File: config.mk
export PLATFORM = sky130hd
export DESIGN_NAME = mux_select_sequencer_flat
export DESIGN_NICKNAME = d
export VERILOG_FILES = /design/src/rtl/mux_select_sequencer_if.sv /design/src/rtl/mux_select_sequencer.sv /design/src/flat_wrapper.sv
export SDC_FILE = /design/constraint.sdc
export NUM_CORES = 1
export LEC_CHECK = 0
export BUFFER_PORTS_ARGS = -buffer_cell sky130_fd_sc_hd__clkbuf_2
export CAP_MARGIN = 20
export CORE_MARGIN = 1
export CORE_UTILIZATION = 54
export DETAILED_ROUTE_END_ITERATION = 8
export PLACE_DENSITY = 0.8
export SETUP_SLACK_MARGIN = 0.1
export SYNTH_ARGS = -nofsm -noshare
export SYNTH_HDL_FRONTEND = slang
export SYNTH_SLANG_ARGS = --single-unit
File: constraint.sdc
create_clock -name clk -period 4.65 [get_ports clk]
set_input_delay 0.465 -clock clk [delete_from_list [all_inputs] [get_ports clk]]
set_output_delay 0.465 -clock clk [all_outputs]
set_load 0.01 [all_outputs]
File: src/rtl/mux_select_sequencer_if.sv
// Handshake/select bundle between the round-robin sequencer and its environment.
// The master side is the sequencer; the slave side is the requesters plus the downstream consumer.
interface mux_select_sequencer_if #(
    parameter int unsigned CNT_W = 3
) ();
    logic [3:0]       req;
    logic             out_ready;
    logic [1:0]       sel;
    logic [3:0]       grant;
    logic             out_valid;
    logic [CNT_W-1:0] beat_cnt;

    modport master (
        input  req,
        input  out_ready,
        output sel,
        output grant,
        output out_valid,
        output beat_cnt
    );

    modport slave (
        output req,
        output out_ready,
        input  sel,
        input  grant,
        input  out_valid,
        input  beat_cnt
    );
endinterface

File: src/rtl/mux_select_sequencer.sv
// Round-robin select generator for a 4:1 channel mux. Each grant is held for up to
// HOLD_BEATS accepted beats, or until its requester withdraws.
module mux_select_sequencer #(
    parameter int unsigned HOLD_BEATS = 4,
    parameter int unsigned CNT_W      = 3
) (
    input  logic                    clk,
    input  logic                    rst,
    mux_select_sequencer_if.master  bus
);
    localparam int unsigned CH_N  = 4;
    localparam int unsigned SEL_W = 2;
    localparam logic [CNT_W-1:0] HOLD_LAST = CNT_W'(HOLD_BEATS - 1);

    typedef enum logic {
        ST_IDLE  = 1'b0,
        ST_GRANT = 1'b1
    } state_e;

    state_e             state_q, state_d;
    logic [SEL_W-1:0]   sel_q, sel_d;
    logic [SEL_W-1:0]   last_q, last_d;
    logic [CH_N-1:0]    grant_q, grant_d;
    logic               valid_q, valid_d;
    logic [CNT_W-1:0]   cnt_q, cnt_d;

    logic [SEL_W-1:0]   base_c;
    logic               found_c;
    logic [SEL_W-1:0]   idx_c;
    logic               accept_c;
    logic               release_c;

    // Priority base: the channel just served (or the stored pointer when idle) ranks last.
    assign base_c = (state_q == ST_GRANT) ? sel_q : last_q;

    // Scan base+1 .. base+4; iterating downwards lets the nearest hit win.
    always_comb begin
        logic [SEL_W-1:0] cand;
        found_c = 1'b0;
        idx_c   = base_c;
        cand    = base_c;
        for (int k = CH_N; k >= 1; k--) begin
            cand = base_c + SEL_W'(k);
            if (bus.req[cand]) begin
                found_c = 1'b1;
                idx_c   = cand;
            end
        end
    end

    assign accept_c  = valid_q & bus.out_ready;
    assign release_c = (accept_c && (cnt_q == HOLD_LAST)) || !bus.req[sel_q];

    always_comb begin
        state_d = state_q;
        sel_d   = sel_q;
        last_d  = last_q;
        grant_d = grant_q;
        valid_d = valid_q;
        cnt_d   = cnt_q;

        unique case (state_q)
            ST_IDLE: begin
                if (found_c) begin
                    state_d = ST_GRANT;
                    sel_d   = idx_c;
                    grant_d = CH_N'(1) << idx_c;
                    valid_d = 1'b1;
                    cnt_d   = '0;
                end
            end
            ST_GRANT: begin
                if (accept_c) begin
                    cnt_d = cnt_q + CNT_W'(1);
                end
                if (release_c) begin
                    last_d = sel_q;
                    cnt_d  = '0;
                    if (found_c) begin
                        sel_d   = idx_c;
                        grant_d = CH_N'(1) << idx_c;
                    end else begin
                        state_d = ST_IDLE;
                        grant_d = '0;
                        valid_d = 1'b0;
                    end
                end
            end
            default: begin
                state_d = ST_IDLE;
            end
        endcase
    end

    always_ff @(posedge clk or posedge rst) begin
        if (rst) begin
            state_q <= ST_IDLE;
            sel_q   <= '0;
            last_q  <= SEL_W'(CH_N - 1);
            grant_q <= '0;
            valid_q <= 1'b0;
            cnt_q   <= '0;
        end else begin
            state_q <= state_d;
            sel_q   <= sel_d;
            last_q  <= last_d;
            grant_q <= grant_d;
            valid_q <= valid_d;
            cnt_q   <= cnt_d;
        end
    end

    assign bus.sel       = sel_q;
    assign bus.grant     = grant_q;
    assign bus.out_valid = valid_q;
    assign bus.beat_cnt  = cnt_q;
endmodule
File: src/flat_wrapper.sv
// flat-port wrapper written by rule: the top's interface ports become plain ports
module mux_select_sequencer_flat 
#(
    parameter int unsigned HOLD_BEATS = 4,
    parameter int unsigned CNT_W      = 3
)
  (clk, rst, bus_req, bus_out_ready, bus_sel, bus_grant, bus_out_valid, bus_beat_cnt);
  mux_select_sequencer_if #(.CNT_W(CNT_W)) bus_i ();
  input  logic clk;
  input  logic rst;
  input wire logic [$bits(bus_i.req)-1:0] bus_req;
  input wire logic [$bits(bus_i.out_ready)-1:0] bus_out_ready;
  output wire logic [$bits(bus_i.sel)-1:0] bus_sel;
  output wire logic [$bits(bus_i.grant)-1:0] bus_grant;
  output wire logic [$bits(bus_i.out_valid)-1:0] bus_out_valid;
  output wire logic [$bits(bus_i.beat_cnt)-1:0] bus_beat_cnt;
  assign bus_i.req = bus_req;
  assign bus_i.out_ready = bus_out_ready;
  assign bus_sel = bus_i.sel;
  assign bus_grant = bus_i.grant;
  assign bus_out_valid = bus_i.out_valid;
  assign bus_beat_cnt = bus_i.beat_cnt;
  mux_select_sequencer #(.HOLD_BEATS(HOLD_BEATS), .CNT_W(CNT_W)) u_core (.clk(clk), .rst(rst), .bus(bus_i));
endmodule
Word-level counts from Yosys, hierarchy flattened

Cells that the tools add are included.

Magnitude comparators: 5
$add $sub $neg: 4
Equality and inequality tests: 5
Shifts and indexed selects: 1
Multiplexer cells: 36
Reductions and logical operators: 7
Bitwise operators: 2

Operators by type and width:

| kind                                                       | number |
|---|---|
| less-than comparator 2 x 3 -> 1 bit, second input constant | 5 |
| 2-to-1 mux 1 bit                                           | 14 |
| 2-to-1 mux 2 bit                                           | 6 |
| 2-to-1 mux 4 bit                                           | 3 |
| binary-select mux 1 bit (select 2 bit)                     | 5 |
| 2-to-1 mux 3 bit                                           | 3 |
| case mux 4 bit (2 select lines)                            | 1 |
| case mux 3 bit (2 select lines)                            | 1 |
| AND reduction 2 bit                                        | 3 |
| adder 2 bit, second input constant                         | 2 |
| inequality test 2 bit, second input constant               | 2 |
| case mux 1 bit (2 select lines)                            | 2 |
| case mux 2 bit (2 select lines)                            | 1 |
| << shifter 1 x 2 -> 4 bit, first input constant            | 1 |
| adder 3 x 1 -> 3 bit, second input constant                | 1 |
| == test 3 x 2 -> 1 bit, second input constant              | 1 |
| inequality test 3 bit, second input constant               | 1 |
| AND reduction 3 bit                                        | 1 |
| adder 2 x 1 -> 2 bit, second input constant                | 1 |
| inequality test 2 x 1 -> 1 bit, second input constant      | 1 |
| AND 1 bit                                                  | 1 |
| logical AND 1 bit                                          | 1 |
| zero test 1 bit                                            | 1 |
| logical OR 1 bit                                           | 1 |
| inverter 1 bit                                             | 1 |

Input bits: 7
Output and inout bits: 10
Word-level logic and storage cells: 66
Register bits: 13

Longest topological paths before layout

Gate-level depths: netlist of the first run.

Depth after elaboration: 11
Mapped depth: 6
Gate-level depth less buffers: 6

Least setup slack after synthesis of the first run

No wires, ideal clock.

Kind: reg-to-reg
Start point: reg u_core.state_q
End point: reg u_core.sel_q[0] (netlist: u_core.bus.sel[0])
Arrival time: 1.527 ns
Library setup time: 0.125 ns
Path buffers: 1
Required time: 4.525 ns
Slack: 2.998 ns
Clock period less this slack: 1.652 ns
Cell stages (with the launch flop): 7
Cell sequence: dfrtp_1 buf_6 mux2i_4 mux2_4 a22oi_2 o21ai_2 mux2_4

Word-level cells in the longest chain between the ends: 10
Elaborated cells between the ends (all ways): 24
Those cells by class: add/sub (3); eq/ne (1); mux (19); bitwise (1)

Ends and longest elaborated chain:

| item                                                                       | line                                                   | text |
|---|---|---|
| start, declared                                                            | mux_select_sequencer.sv:20                             | `state_e state_q, state_d;` |
| start signal, assigned                                                     | mux_select_sequencer.sv:104                            | `state_q <= state_d;` |
| 2-to-1 mux 2 bit                                                           | mux_select_sequencer.sv:34                             | `assign base_c = (state_q == ST_GRANT) ? sel_q : last_q;` |
| adder 2 bit or binary-select mux 1 bit (select 2 bit) (tied branches)      | mux_select_sequencer.sv:43, mux_select_sequencer.sv:44 |  |
| binary-select mux 1 bit (select 2 bit) or 2-to-1 mux 1 bit (tied branches) | mux_select_sequencer.sv:44                             | `if (bus.req[cand]) begin` |
| 2-to-1 mux 1 bit (not written as such)                                     | mux_select_sequencer.sv:44                             |  |
| 2-to-1 mux 2 bit or 2-to-1 mux 1 bit (tied branches) (3 in series)         | mux_select_sequencer.sv:44                             |  |
| 2-to-1 mux 2 bit                                                           | mux_select_sequencer.sv:64, mux_select_sequencer.sv:79 |  |
| 2-to-1 mux 2 bit                                                           | mux_select_sequencer.sv:76                             | `if (release_c) begin` |
| case mux 2 bit (2 select lines)                                            | mux_select_sequencer.sv:62                             | `unique case (state_q)` |
| end signal, assigned                                                       | mux_select_sequencer.sv:105                            | `sel_q <= sel_d;` |
| end, declared                                                              | mux_select_sequencer.sv:21                             | `logic [SEL_W-1:0] sel_q, sel_d;` |

Several ways; a longest one is shown, not always the timed one. The select of a mux whose other input is x is not followed.
A chain may end at the register's enable or synchronous reset.

Final worst setup path of the first run

Same ends and word-level chain as after synthesis.

==> results_dict.tcl, run 1 <==
set metrics [dict create \
    regToRegSetupSlack_ps 2750 \
    synth.top_cells.by_count "dfrtp_1 (11), nand2_1 (10), o21ai_1 (6)" \
    vias 591 \
    cts_tree "done" \
    synthArstFlopShare 1.00 \
    hold_viol 0 \
    cts-htree-levels 1 \
    min_period_ps 1900 \
    hold_buffers 0 \
    synth.area.top_cells "dfrtp_1 (37%), dfstp_2 (7.1%), mux2i_1 (5.4%)" \
    cpMaxStageDelayCell "dfrtp_1" \
    critPathLaunchType "flip-flop" \
    syn_inst 70 \
    synth_top_cell_area_share 0.373 \
    cp.depth 5 \
    root_buffer "clkbuf_4" \
    numCtsBuffers 3 \
    port_buffers 16 \
    dp_hpwl_microns 1110 \
    die_area_sq_um 1520 \
    rows 12 \
    die_w_microns 39.0 \
    tightest_slew_ps 480 \
    slew_headroom 0.677 \
    ys.flop_type "dfrtp_1" \
    start_util 0.622 \
    drt_pass1_iterations 4 \
    r2r_end "u_core.bus.sel[0]$_DFFE_PP0P_" \
    maxCapViolCount 0 \
    gp_congestion 0.719 \
    slowest_delay_ps 550 \
    cts.sinks 13 \
    grt.total_usage 0.234 \
    required_ps 4810 \
    drc 0 \
    drt_iter0_drc 10 \
    post-synth-top-area-cell "dfrtp_1" \
    path_class "reg2reg" \
    cp_cell_sequence "mux2i_4, mux2_4, a22oi_2, o21ai_2, mux2_4" \
    clk_pin_slew_worst_paths_ps 80 \
    seq_area_frac_synth 0.444 \
    p_per_area_nw_per_um2 642 \
    crit_path_frequent_cell "mux2_4" \
    clockBufferDepth 2 \
    path_buf_inv 0 \
    syn-cell-area_sq_um 738 \
    ys_ff_latch 13 \
    slew_viol_final 0 \
    post_dp_cell_area_sq_um 825 \
    clk_latency_ps 270 \
    final_nets 99 \
    fill_cells 92 \
    num_io_pins 17 \
    final_cell_area_sq_um 851 \
    syn_area_per_cell_sq_um 10.5 \
    grt_pass1_vias 567 \
    finish.utilization 0.717 \
    ff2ff_path_depth 5 \
    fin_crit_sh 0.409 \
    status "finished clean" \
    finalPower_mw 0.546 \
    crit_family "multiplexers" \
    via_per_inst 5.74 \
    peakVddDrop_v 0.000344 \
    grt_first_pass_wirelength_microns 2370 \
    arrival_ps 2060 \
    n_antenna_cell 0 \
    synthToLayoutAreaGrowth_pct 15.3 \
    ys_types 28 \
    synth_most_common_cell "dfrtp_1" \
    die_y_microns 39.0 \
    setup_viol_count_final 0 \
    rsz0062_at_grt "false" \
    cp_max_fo 9 \
    antenna_found_initial 0 \
    worstReg2RegStart "u_core.state_q$_DFF_PP0_" \
    syn_nets 79 \
    grt_max_degree 14 \
    min_path_type "in2async" \
    synth_edf_count 0 \
    cts_resized 0 \
    max_freq_ghz 0.526 \
    wire_per_inst_microns 13.9 \
    end_kind "flip-flop" \
    drive_above_1_share 0.326 \
    core_sq_um 1190 \
    grt_overflow 0 \
    yosys_warnings 0 \
    fin_tns_setup_ps 0 \
    finClkSkew_ps 1.59 \
    p_leak_nw 0.407 \
    postRouteWirelength_microns 1430 \
    post_cts_buffers 0 \
    ant_nets 0 \
]
==> metal layers <==
layer,vias up,part of all wire,track usage
met4,0,0.015,0.0776
met1,283,0.49,0.315
li1,294,-,-
met2,10,0.47,0.371
met5,-,0,0
met3,4,0.030,0.0520
==> layout make-up <==
cell class / instances / area (sq um) / area share
clock buffers: 4 / 26.3 / 0.0309
flip-flops and latches: 13 / 328 / 0.385
multi-input cells: 51 / 380 / 0.447
well taps: 14 / 17.5 / 0.0206
inverters: 5 / 18.8 / 0.0221
repair buffers: 16 / 80.1 / 0.0941
==> logic make-up (layout without fill, tap and decap cells) <==
group / count (synthesis) / after routing / share of synthesized area
DFF: 13 / 13 / 0.444
muxes: 9 / 9 / 0.156
buffers and inverters: 6 / 25 / 0.0407
AOI/OAI and AO/OA: 22 / 22 / 0.214
adders and majority gates: 2 / 2 / 0.0339
and+or+nand+nor: 18 / 18 / 0.112
==> layout by cell type, fill, tap and decap left out, drive strengths merged, types with 3 or more instances in the layout <==
master	Yosys	layout
nor2	4	4
mux2	4	4
nand2	10	10
clkbuf	0	20
inv	5	5
dfrtp	11	11
mux2i	5	5
a21oi	3	3
o21ai	8	8
==> power by group <==
group	total, mW	switching (mW)	internal, mW	leakage [nW]
combinational	0.269	0.140	0.129	0.235
sequential	0.207	0.0444	0.162	0.157
clock	0.0701	0.0369	0.0332	0.0150
total	0.546	0.221	0.325	0.407
==> flip-flops by register name (all words and copies together), names as in the netlist <==
name	cells
u_core.bus.beat_cnt	3
u_core.bus.grant	4
u_core.bus.out_valid	1
u_core.last_q	2
u_core.bus.sel	2
u_core.state_q	1
==> metrics by stage <==
stage	std cells	worst slack [ps]	hold WS [ps]
6_report	103	2750	174
5_1_grt	103	2650	233
4_1_cts	103	2760	187
3_5_place_dp	99	2770	485
3_3_place_gp	99	2820	476
2_1_floorplan	70	3000	341
==> worst max path at each step <==
stage	from	to	slack [ps]
5_1_grt	u_core.state_q$_DFF_PP0_	u_core.bus.sel[0]$_DFFE_PP0P_	2650
3_5_place_dp	u_core.state_q$_DFF_PP0_	u_core.bus.sel[0]$_DFFE_PP0P_	2770
3_3_place_gp	u_core.state_q$_DFF_PP0_	u_core.bus.sel[0]$_DFFE_PP0P_	2820
2_1_floorplan	u_core.state_q$_DFF_PP0_	u_core.bus.sel[0]$_DFFE_PP0P_	3000
6_report	u_core.state_q$_DFF_PP0_	u_core.bus.sel[0]$_DFFE_PP0P_	2750
4_1_cts	u_core.state_q$_DFF_PP0_	u_core.bus.sel[0]$_DFFE_PP0P_	2760
Note: power is estimated with default switching activity, not from simulation.
==> run 2, diff against run 1 <==
Settings changed: ABC_AREA set to 1, PLACE_DENSITY 0.8 to 0.78.
Clock period 4.65 ns to 1.9 ns, I/O delays scaled along.
==> results_dict.tcl, run 2 <==
set metrics [dict create \
    gp_congestion 0.940 \
    end_kind "flip-flop" \
    status "finished, violations left" \
    top_layer "met4" \
    die_w_microns 43.7 \
    maxCapViolCount 0 \
    numCtsBuffers 3 \
    slew_headroom 0.671 \
    seq_area_frac_synth 0.349 \
    via_per_inst 5.36 \
    cts_tree "done" \
    synth_top_family_by_area "simple AND/OR/NAND/NOR gates" \
    mostFrequentLayoutCells "nand2_1 (59), clkbuf_2 (16), nand3_1 (15)" \
    core_sq_um 1560 \
    start_util 0.603 \
    synth.area.top_cells "dfrtp_1 (29%), nand2_1 (26%), nand3_1 (9.1%)" \
    synth_fa_ha_area_frac 0.0386 \
    fin_tns_setup_ps 0 \
    failed_checks "DRC" \
    fin_crit_sh 0.942 \
    synthArstFlopShare 1.00 \
    wire_per_inst_microns 12.3 \
    max_freq_ghz 0.559 \
    drc 2 \
    cts.sinks 13 \
    final_common_cell "nand2_1" \
    final_nets 174 \
    clk_pin_slew_worst_paths_ps 80 \
    vias 964 \
    yosys.area_share.simple 0.494 \
    rows 14 \
    dp_hpwl_microns 1620 \
    rsz0062_at_grt "true" \
    postRouteWirelength_microns 2210 \
    arrival_ps 1960 \
    setup_viol_count_final 0 \
    ys.flop_type "dfrtp_1" \
    ant_nets 0 \
    min_period_ps 1790 \
    wl_met1_microns 1060 \
    wl_met2_microns 1040 \
    ys_types 19 \
    clk_latency_ps 280 \
    fill_cells 123 \
    grt_first_pass_wirelength_microns 3550 \
    critPathLaunchType "flip-flop" \
    antenna_found_initial 0 \
    syn-cell-area_sq_um 940 \
    syn_nets 147 \
    cp_max_fo 8 \
    num_io_pins 17 \
    finClkSkew_ps 3.89 \
    port_buffers 16 \
    largest_register_ffs 4 \
    drt_iter0_drc 29 \
    grt.total_usage 0.256 \
    die_area_sq_um 1910 \
    cts-htree-levels 1 \
    drive_above_1_share 0.360 \
    syn_area_per_cell_sq_um 6.81 \
    grt_pass1_vias 784 \
    post-synth-top-area-cell "dfrtp_1" \
    grt_max_degree 14 \
    syn_inst 138 \
    synth_top_cell_area_share 0.293 \
    slew_viol_final 0 \
    synth_most_common_cell "nand2_1" \
    wl_met3_microns 99 \
    synth-xor-area-share 0 \
    synthToLayoutAreaGrowth_pct 26.1 \
    min_path_type "in2reg" \
    root_buffer "clkbuf_4" \
    tightest_slew_ps 493 \
    die_y_microns 43.7 \
    clockBufferDepth 2 \
    hold_viol 0 \
    ys_ff_latch 13 \
    n_antenna_cell 0 \
    path_class "reg2reg" \
    synth_edf_count 0 \
    synth_compound_area_frac 0.0679 \
    grt_overflow 0 \
    synth_mux_area_frac 0 \
    drt_pass1_iterations 6 \
    yosys_warnings 0 \
    synth.top_cells.by_count "nand2_1 (66), nand3_1 (17), dfrtp_1 (11), inv_1 (11), nand2_2 (9)" \
    required_ps 2070 \
]
[run 2: changes by cell type after synthesis, moves of 4 or more]
cell and delta:
mux2i_1 -4, nand3_1 +16, inv_1 +7, nand2_2 +9, nand2_1 +56, o21ai_1 -5
[run 2: timing repair]
item,CTS,global route
gates resized for setup,2,21
pin swaps,0,13
hold buffers,1,0
endpoints found under the hold margin,11,0
buffers inserted,0,5
endpoints found under the setup margin,3,10
[run 2: critical path: stages, from the launching register on]
cell and delay (ps):
dfstp_2 590, inv_2 40, nand2_2 70, nand2_4 80, nand2_2 90, nand2_4 80, o21ai_4 240, nand2_1 110
nand2_2 130, nand2_2 80, nor2_4 120, a21oi_1 60
[run 2: per-stage QoR]
stage | hold WS (ps) | utilization | std cells | setup WS [ps] | instance area (sq um)
final | 390 | 0.760 | 180 | 111 | 1180
after global routing | 408 | 0.760 | 180 | 1.51 | 1180
after CTS | 385 | 0.693 | 175 | 102 | 1080
after detailed placement | 214 | 0.667 | 170 | 105 | 1040
after global placement | 212 | 0.667 | 170 | 124 | 1040
after floorplan | 65.5 | - | 138 | 234 | 940
[run 2: cell type report]
type / count / area [sq um] / area share
Timing Repair Buffer: 22 / 128 / 0.108
Clock buffer: 4 / 26.3 / 0.0222
Multi-Input combinational cell: 113 / 631 / 0.532
Inverter: 12 / 50.0 / 0.0422
Sequential cell: 13 / 330 / 0.279
Tap cell: 16 / 20.0 / 0.0169
[run 2: final timing paths]
path / endpoint / from / slack, ps / cells after the start
min in group asynchronous: u_core.bus.grant[2]$_DFFE_PP0P_ / rst / 450 / 3
min reg2reg: u_core.bus.beat_cnt[0]$_DFFE_PP0P_ / u_core.bus.beat_cnt[0]$_DFFE_PP0P_ / 510 / 1
max: u_core.bus.sel[0]$_DFFE_PP0P_ / u_core.last_q[0]$_DFFE_PP1P_ / 110 / 11
min: u_core.bus.beat_cnt[1]$_DFFE_PP0P_ / bus_out_ready / 390 / 6
max reg2reg: u_core.bus.sel[0]$_DFFE_PP0P_ / u_core.last_q[0]$_DFFE_PP1P_ / 110 / 11
max in group asynchronous: u_core.state_q$_DFF_PP0_ / rst / 1090 / 3
[run 2: logic make-up after synthesis]
family,after synthesis
AO/OA/AOI/OAI,9
AND/OR/NAND/NOR,101
buffers and inverters,12
flip-flops,13
adder cells (fa/ha/maj),3
[run 2: metal layers]
metal | vias up | track usage
li1 | 488 | -
met1 | 449 | 0.368
met2 | 23 | 0.385
met3 | 4 | 0.0458
met4 | 0 | 0.0938
met5 | - | 0
Power of run 2 is left out: the tool's default activity adds up to more than one toggle a clock period on the data nets, which glitch-free logic cannot reach.
